`config.mk`:
```
export PLATFORM = sky130hd
export DESIGN_NAME = fs_serial_nbit
export DESIGN_NICKNAME = d
export VERILOG_FILES = /design/src/rtl/fs_serial_nbit.sv
export SDC_FILE = /design/constraint.sdc
export NUM_CORES = 1
export LEC_CHECK = 0
export CAP_MARGIN = 20
export CORE_MARGIN = 2
export CORE_UTILIZATION = 50
export DETAILED_ROUTE_END_ITERATION = 6
export GPL_TIMING_DRIVEN = 0
export PLACE_DENSITY = 0.85
export REMOVE_ABC_BUFFERS = 1
export SYNTH_ARGS = -nofsm -noshare
export SYNTH_HDL_FRONTEND = slang
export SYNTH_SLANG_ARGS = --single-unit
```
`constraint.sdc`:
```
create_clock -name clk -period 4.6 [get_ports clk]
set_input_delay 0.92 -clock clk [delete_from_list [all_inputs] [get_ports clk]]
set_output_delay 0.92 -clock clk [all_outputs]
set_load 0.01 [all_outputs]
```
`src/rtl/fs_serial_nbit.sv`:
```
// ----------------------------------------------------------------------------
// fs_serial_nbit
//   Multi-cycle N-bit subtractor computing D = A - B - BIN, DIGIT bits per
//   clock. Each clock pushes one slice through a ripple of DIGIT full-subtractor
//   cells. The borrow is held in a register between slices. The design reports
//   borrow-out and two's-complement overflow.
//
// Parameters
//   WIDTH  operand/result width (>= 2)
//   DIGIT  bits processed per clock (WIDTH % DIGIT == 0)
//
// Ports
//   clk    in   rising-edge clock
//   rst_n  in   asynchronous active-low reset
//   start  in   operation request, sampled only while busy == 0
//   clr    in   synchronous abort back to IDLE (no done pulse)
//   a      in   minuend, captured on an accepted start
//   b      in   subtrahend, captured on an accepted start
//   bin    in   borrow-in, captured on an accepted start
//   busy   out  operation in progress
//   done   out  one-cycle pulse: diff/bout/ovf updated
//   diff   out  (A - B - BIN) mod 2^WIDTH, held until the next done
//   bout   out  borrow out of the MSB (A < B + BIN, unsigned)
//   ovf    out  signed overflow = borrow into MSB XOR borrow out of MSB
//
// Handshake: a request is accepted on any rising edge where start == 1,
// busy == 0 and clr == 0. No request is queued while busy == 1. done is high
// for exactly one cycle, STEPS edges after acceptance, and busy is low in that
// cycle. A start held high in the done cycle is therefore accepted back-to-back.
// ----------------------------------------------------------------------------
module fs_serial_nbit #(
    parameter int WIDTH = 8,
    parameter int DIGIT = 1
) (
    input  logic             clk,
    input  logic             rst_n,
    input  logic             start,
    input  logic             clr,
    input  logic [WIDTH-1:0] a,
    input  logic [WIDTH-1:0] b,
    input  logic             bin,
    output logic             busy,
    output logic             done,
    output logic [WIDTH-1:0] diff,
    output logic             bout,
    output logic             ovf
);

    localparam int STEPS = WIDTH / DIGIT;
    localparam int CW    = (STEPS > 1) ? $clog2(STEPS) : 1;
    localparam logic [CW-1:0] LAST = CW'(STEPS - 1);

    generate
        if (WIDTH < 2 || DIGIT < 1 || (WIDTH % DIGIT) != 0) begin : g_bad_param
            $error("fs_serial_nbit: WIDTH must be >= 2 and a multiple of DIGIT");
        end
    endgenerate

    typedef enum logic {
        IDLE = 1'b0,
        RUN  = 1'b1
    } state_t;

    state_t           state;
    logic [WIDTH-1:0] a_sr;
    logic [WIDTH-1:0] b_sr;
    logic [WIDTH-1:0] res_sr;
    logic             borrow_r;
    logic [CW-1:0]    count;

    // One slice: DIGIT full-subtractor cells rippling LSB -> MSB.
    // chain[i] is the borrow into cell i; chain[DIGIT] leaves the slice.
    logic [DIGIT-1:0] slice_d;
    logic [DIGIT:0]   chain;

    always_comb begin
        slice_d  = '0;
        chain    = '0;
        chain[0] = borrow_r;
        for (int i = 0; i < DIGIT; i++) begin
            slice_d[i]   = a_sr[i] ^ b_sr[i] ^ chain[i];
            chain[i+1]   = (~a_sr[i] & b_sr[i]) | (~a_sr[i] & chain[i]) | (b_sr[i] & chain[i]);
        end
    end

    // New slice bits enter the result register from the top. After STEPS
    // slices, the first slice has reached the bottom. The concatenation also
    // covers DIGIT == WIDTH without a reversed part-select.
    logic [WIDTH+DIGIT-1:0] res_cat;
    logic [WIDTH-1:0]       res_next;

    assign res_cat  = {slice_d, res_sr};
    assign res_next = res_cat[WIDTH+DIGIT-1:DIGIT];

    always_ff @(posedge clk or negedge rst_n) begin
        if (!rst_n) begin
            state    <= IDLE;
            busy     <= 1'b0;
            done     <= 1'b0;
            diff     <= '0;
            bout     <= 1'b0;
            ovf      <= 1'b0;
            a_sr     <= '0;
            b_sr     <= '0;
            res_sr   <= '0;
            borrow_r <= 1'b0;
            count    <= '0;
        end else if (clr) begin
            // Abort: the result outputs keep their last completed values.
            state <= IDLE;
            busy  <= 1'b0;
            done  <= 1'b0;
        end else begin
            done <= 1'b0;
            case (state)
                IDLE: begin
                    if (start) begin
                        a_sr     <= a;
                        b_sr     <= b;
                        borrow_r <= bin;
                        count    <= '0;
                        busy     <= 1'b1;
                        state    <= RUN;
                    end
                end
                RUN: begin
                    a_sr     <= a_sr >> DIGIT;
                    b_sr     <= b_sr >> DIGIT;
                    res_sr   <= res_next;
                    borrow_r <= chain[DIGIT];
                    count    <= count + 1'b1;
                    if (count == LAST) begin
                        // The last slice holds the MSB in cell DIGIT-1, so
                        // chain[DIGIT-1] is the borrow into the MSB.
                        diff  <= res_next;
                        bout  <= chain[DIGIT];
                        ovf   <= chain[DIGIT-1] ^ chain[DIGIT];
                        done  <= 1'b1;
                        busy  <= 1'b0;
                        state <= IDLE;
                    end
                end
                default: begin
                    state <= IDLE;
                    busy  <= 1'b0;
                end
            endcase
        end
    end

endmodule

```
==> results of run 1 <==
worst paths after layout:
kind / start / endpoint / slack (ns)
worst max-delay path: start / a_sr[5] / 2.39
worst min-delay path: ovf / ovf / 0.51
worst max register to register: state / count[2] / 2.94
worst min register to register: ovf / ovf / 0.51
max in group asynchronous: rst_n / b_sr[5] / 3.40
min in group asynchronous: rst_n / done / 0.65
sequential cells by signal, summed over array words and instances, names as in the netlist:
name      count
a_sr          8
res_sr        7
diff          8
busy          1
state         1
b_sr          8
bout          1
ovf           1
count         3
borrow_r      1
done          1
through the flow:
| step | power (W) | utilization, % | cells | setup slack [ns] | cell area [um^2] |
|---|---|---|---|---|---|
| after CTS | 0.000857 | 63.0 | 224 | 2.39 | 2140 |
| final | 0.000854 | 63.0 | 224 | 2.39 | 2140 |
| after floorplan | 0.000571 | - | 138 | 2.98 | 1690 |
| after detailed placement | 0.000636 | 60.8 | 216 | 2.04 | 2060 |
| after global routing | 0.000907 | 63.0 | 224 | 2.29 | 2140 |
| after global placement | 0.000620 | 60.9 | 216 | 1.77 | 2060 |
worst max-delay path, delay by kind of cell:
| family | cells | cell delay, ns |
|---|---|---|
| buffers and inverters | 1 | 0.81 |
| AO/OA/AOI/OAI | 1 | 0.15 |
| AND/OR/NAND/NOR | 2 | 0.56 |
final cells by class:
class,count,share of cell area [%]
inverters,4,0.703
flip-flops and latches,40,46.9
well taps,46,2.69
clock buffers,6,1.93
repair buffers,32,14.8
multi-input cells,94,31.4
clock inverters,2,1.64
layout by cell type (no fill, tap or decap), types with 2 or more instances in the layout:
| cell | count |
|---|---|
| ha_1 | 2 |
| mux2_2 | 12 |
| nand2_1 | 6 |
| mux2_4 | 2 |
| clkbuf_4 | 5 |
| a22o_1 | 2 |
| o21ai_0 | 10 |
| dfrtp_1 | 40 |
| a21oi_1 | 17 |
| o22ai_1 | 28 |
| nor2_1 | 4 |
| nand2b_4 | 2 |
| clkdlybuf4s50_1 | 31 |
| nor2b_1 | 2 |
| inv_1 | 3 |
report_power, final:
group | internal (W) | switching, W
logic | 0.0000886 | 0.0000661
registers | 0.000418 | 0.0000531
clock network | 0.000114 | 0.000114
total | 0.000621 | 0.000233
cell families after synthesis:
| logic type | Yosys count |
|---|---|
| flip-flops | 40 |
| AND/OR/NAND/NOR | 19 |
| XOR/XNOR | 1 |
| multiplexers | 14 |
| adder cells (fa/ha/maj) | 3 |
| AO/OA/AOI/OAI | 57 |
| buffers and inverters | 15 |
metal layers:
layer	routed length [um]	global-route usage [%]
met4	95	9.24
met5	0	0
met1	1370	22.9
met2	1730	30.1
met3	215	4.58
==> parameters.txt, run 1 <==
Parameter                              Value

Floorplan
  I/O pin total    33
  Die outline width    63.8 um
  Number of core rows    21
  Area of the core    0.00339 mm^2
  Initial Util    52.7%
  Die boundary height    63.8 um
  Die ar.    0.00406 mm^2

Synthesis
  Post-synthesis cell type with the largest combined area    dfrtp_1
  Top-count cell post-synth    dfrtp_1
  Largest family of logic cells by synthesized area    compound AO/OA/AOI/OAI gates
  Commonest register cell after synthesis    dfrtp_1
  Mux contribution to synthesized area    9.25%
  Number of standard cells after synthesis    149
  Simple-gate area share of the yosys netlist    6.94%
  Flip-flop and latch count after synthesis    40
  Number of flops mapped to enable cells by yosys    0
  Synth Cell Area    0.00179 mm^2
  Post-synthesis async set-or-reset flop share    100%
  Distinct cell type count of the synthesized netlist    27
  Most numerous cell types in the synthesized netlist    dfrtp_1 (40), o22ai_1 (28), a21oi_1 (17)
  Cells taking the most area after synthesis    dfrtp_1 (56%), o22ai_1 (9.8%), mux2_2 (7.6%)
  Fraction of the mapped netlist area in compound gates    18.4%
  Mean instance size in the synthesized netlist    12.0 um^2
  Fraction of synthesized cell area in xor and xnor cells    0.491%
  Area share of the largest cell type after synthesis    56.1%
  Fraction of the mapped netlist area in adder cells    2.52%
  Portion of the post-synthesis area used by sequential elements    56.1%
  Yosys warns    0

Layout
  Share of post-route cells with drive strength above 1    14.6%
  Multi-input logic area    671 um^2
  Number of inserted filler cells in the final layout    263
  Ant. Diodes    0
  Layout Area Growth over Synthesis    19.6%
  Flip-flop and latch area    0.00100 mm^2
  Final net count    201

Drt
  Remaining antenna violation count after routing    0
  Routed wirelength normalized by instance count    15.2 um
  DR vias/cell    5.77
  Final routed wirelength across all metal layers    3400 um
  Iter 0 DRT Violations    68
  Number of remaining DRC errors    0
  Total iterations of the first detailed-routing run    4
  DR vias    1,293

Timing
  Slew Limit Fails    0
  Maximum operating frequency    453 MHz
  Endpoints failing hold    0
  Crit share post-route    48.0%
  Setup tns final    0 ns
  Worst Hold Margin    0.506 ns
  Fin crit period    2.21 ns
  RSZ-0062 raised after global routing    no
  Finish-stage setup viols    0
  Max-Slew Margin vs Limit    43.2%
  Worst slew pin tran    0.852 ns
  Clock skew after layout    0.00965 ns

Place
  DP Wirelength    2340 um
  # port buffers    32
  RePlAce Congestion    0.793

Power and ir drop
  Peak supply drop    0.000217 V
  Total power per unit cell area    400 mW/mm^2
  Pleak    0.962 nW

CTS
  # clock sinks    40
  Number of buffers inserted by hold repair at cts    0
  Insertion delay of the later-clocked pin in the worst-skew pair    0.36 ns
  Buffer type at the clock tree root    clkbuf_4
  CTS buffer count    5
  Reg clk slew, reported paths    0.11 ns
  Deepest level of the CTS H-tree    2
  Largest buffer count on any clock path    2
  Clock tree from TritonCTS    built
  Post-CTS Repair Setup Buffers    0
  Post-cts repair resize count    0

GRT
  Global route overflow    0
  Vias in the first global route    1,286
  Maximum number of pins on one net before global-route repair    41
  Total Routing Usage GR    18.5%
  Number of antenna violations at the first check in global routing    0
  Wire length of the first global-routing pass    5790 um

Worst setup path
  Maximum fanout along the worst path    21
  Req. time, crit path    4.83 ns
  CP max stage delay    0.81 ns
  Crit-path cells    clkdlybuf4s50_1, or2_2, a21oi_1, nor3_1
  Slowest cell on crit path    clkdlybuf4s50_1
  CP startpoint kind    input pin
  Category of the worst setup path capture point    flop
  Cells on worst reg2reg path    3
  Arrival time reported for the critical path endpoint    2.44 ns
  Worst Path Class, Setup    input pin to flop

Min path
  Hold crit path type    flop to flop
  Cell depth of the worst min-delay path    2

Run status
  Result of the run    finished, final reports clean

Flow run
  MaxCap Viol Count    0
No activity file was read; power rests on OpenSTA's default activity.
==> run 2, diff against run 1 <==
==> constraint.sdc (replaced) <==
create_clock -name clk -period 2.17 [get_ports clk]
set_input_delay 0.434 -clock clk [delete_from_list [all_inputs] [get_ports clk]]
set_output_delay 0.434 -clock clk [all_outputs]
set_load 0.01 [all_outputs]
==> results of run 2 <==
Same layout as run 1 (identical final DEF). Status: finished, final reports clean.
Main changes from that run: setup slack after placement 2.04 ns -> 0.0999 ns; clock-pin slew on the worst setup and hold paths 0.11 ns -> 0.12 ns; setup slack after layout 2.39 ns -> 0.449 ns; hold slack 0.506 ns -> 0.169 ns; register-to-register setup slack 2.94 ns -> 0.51 ns; total power 0.000854 W -> 0.00181 W; worst IR drop on VDD 0.000217 V -> 0.000459 V
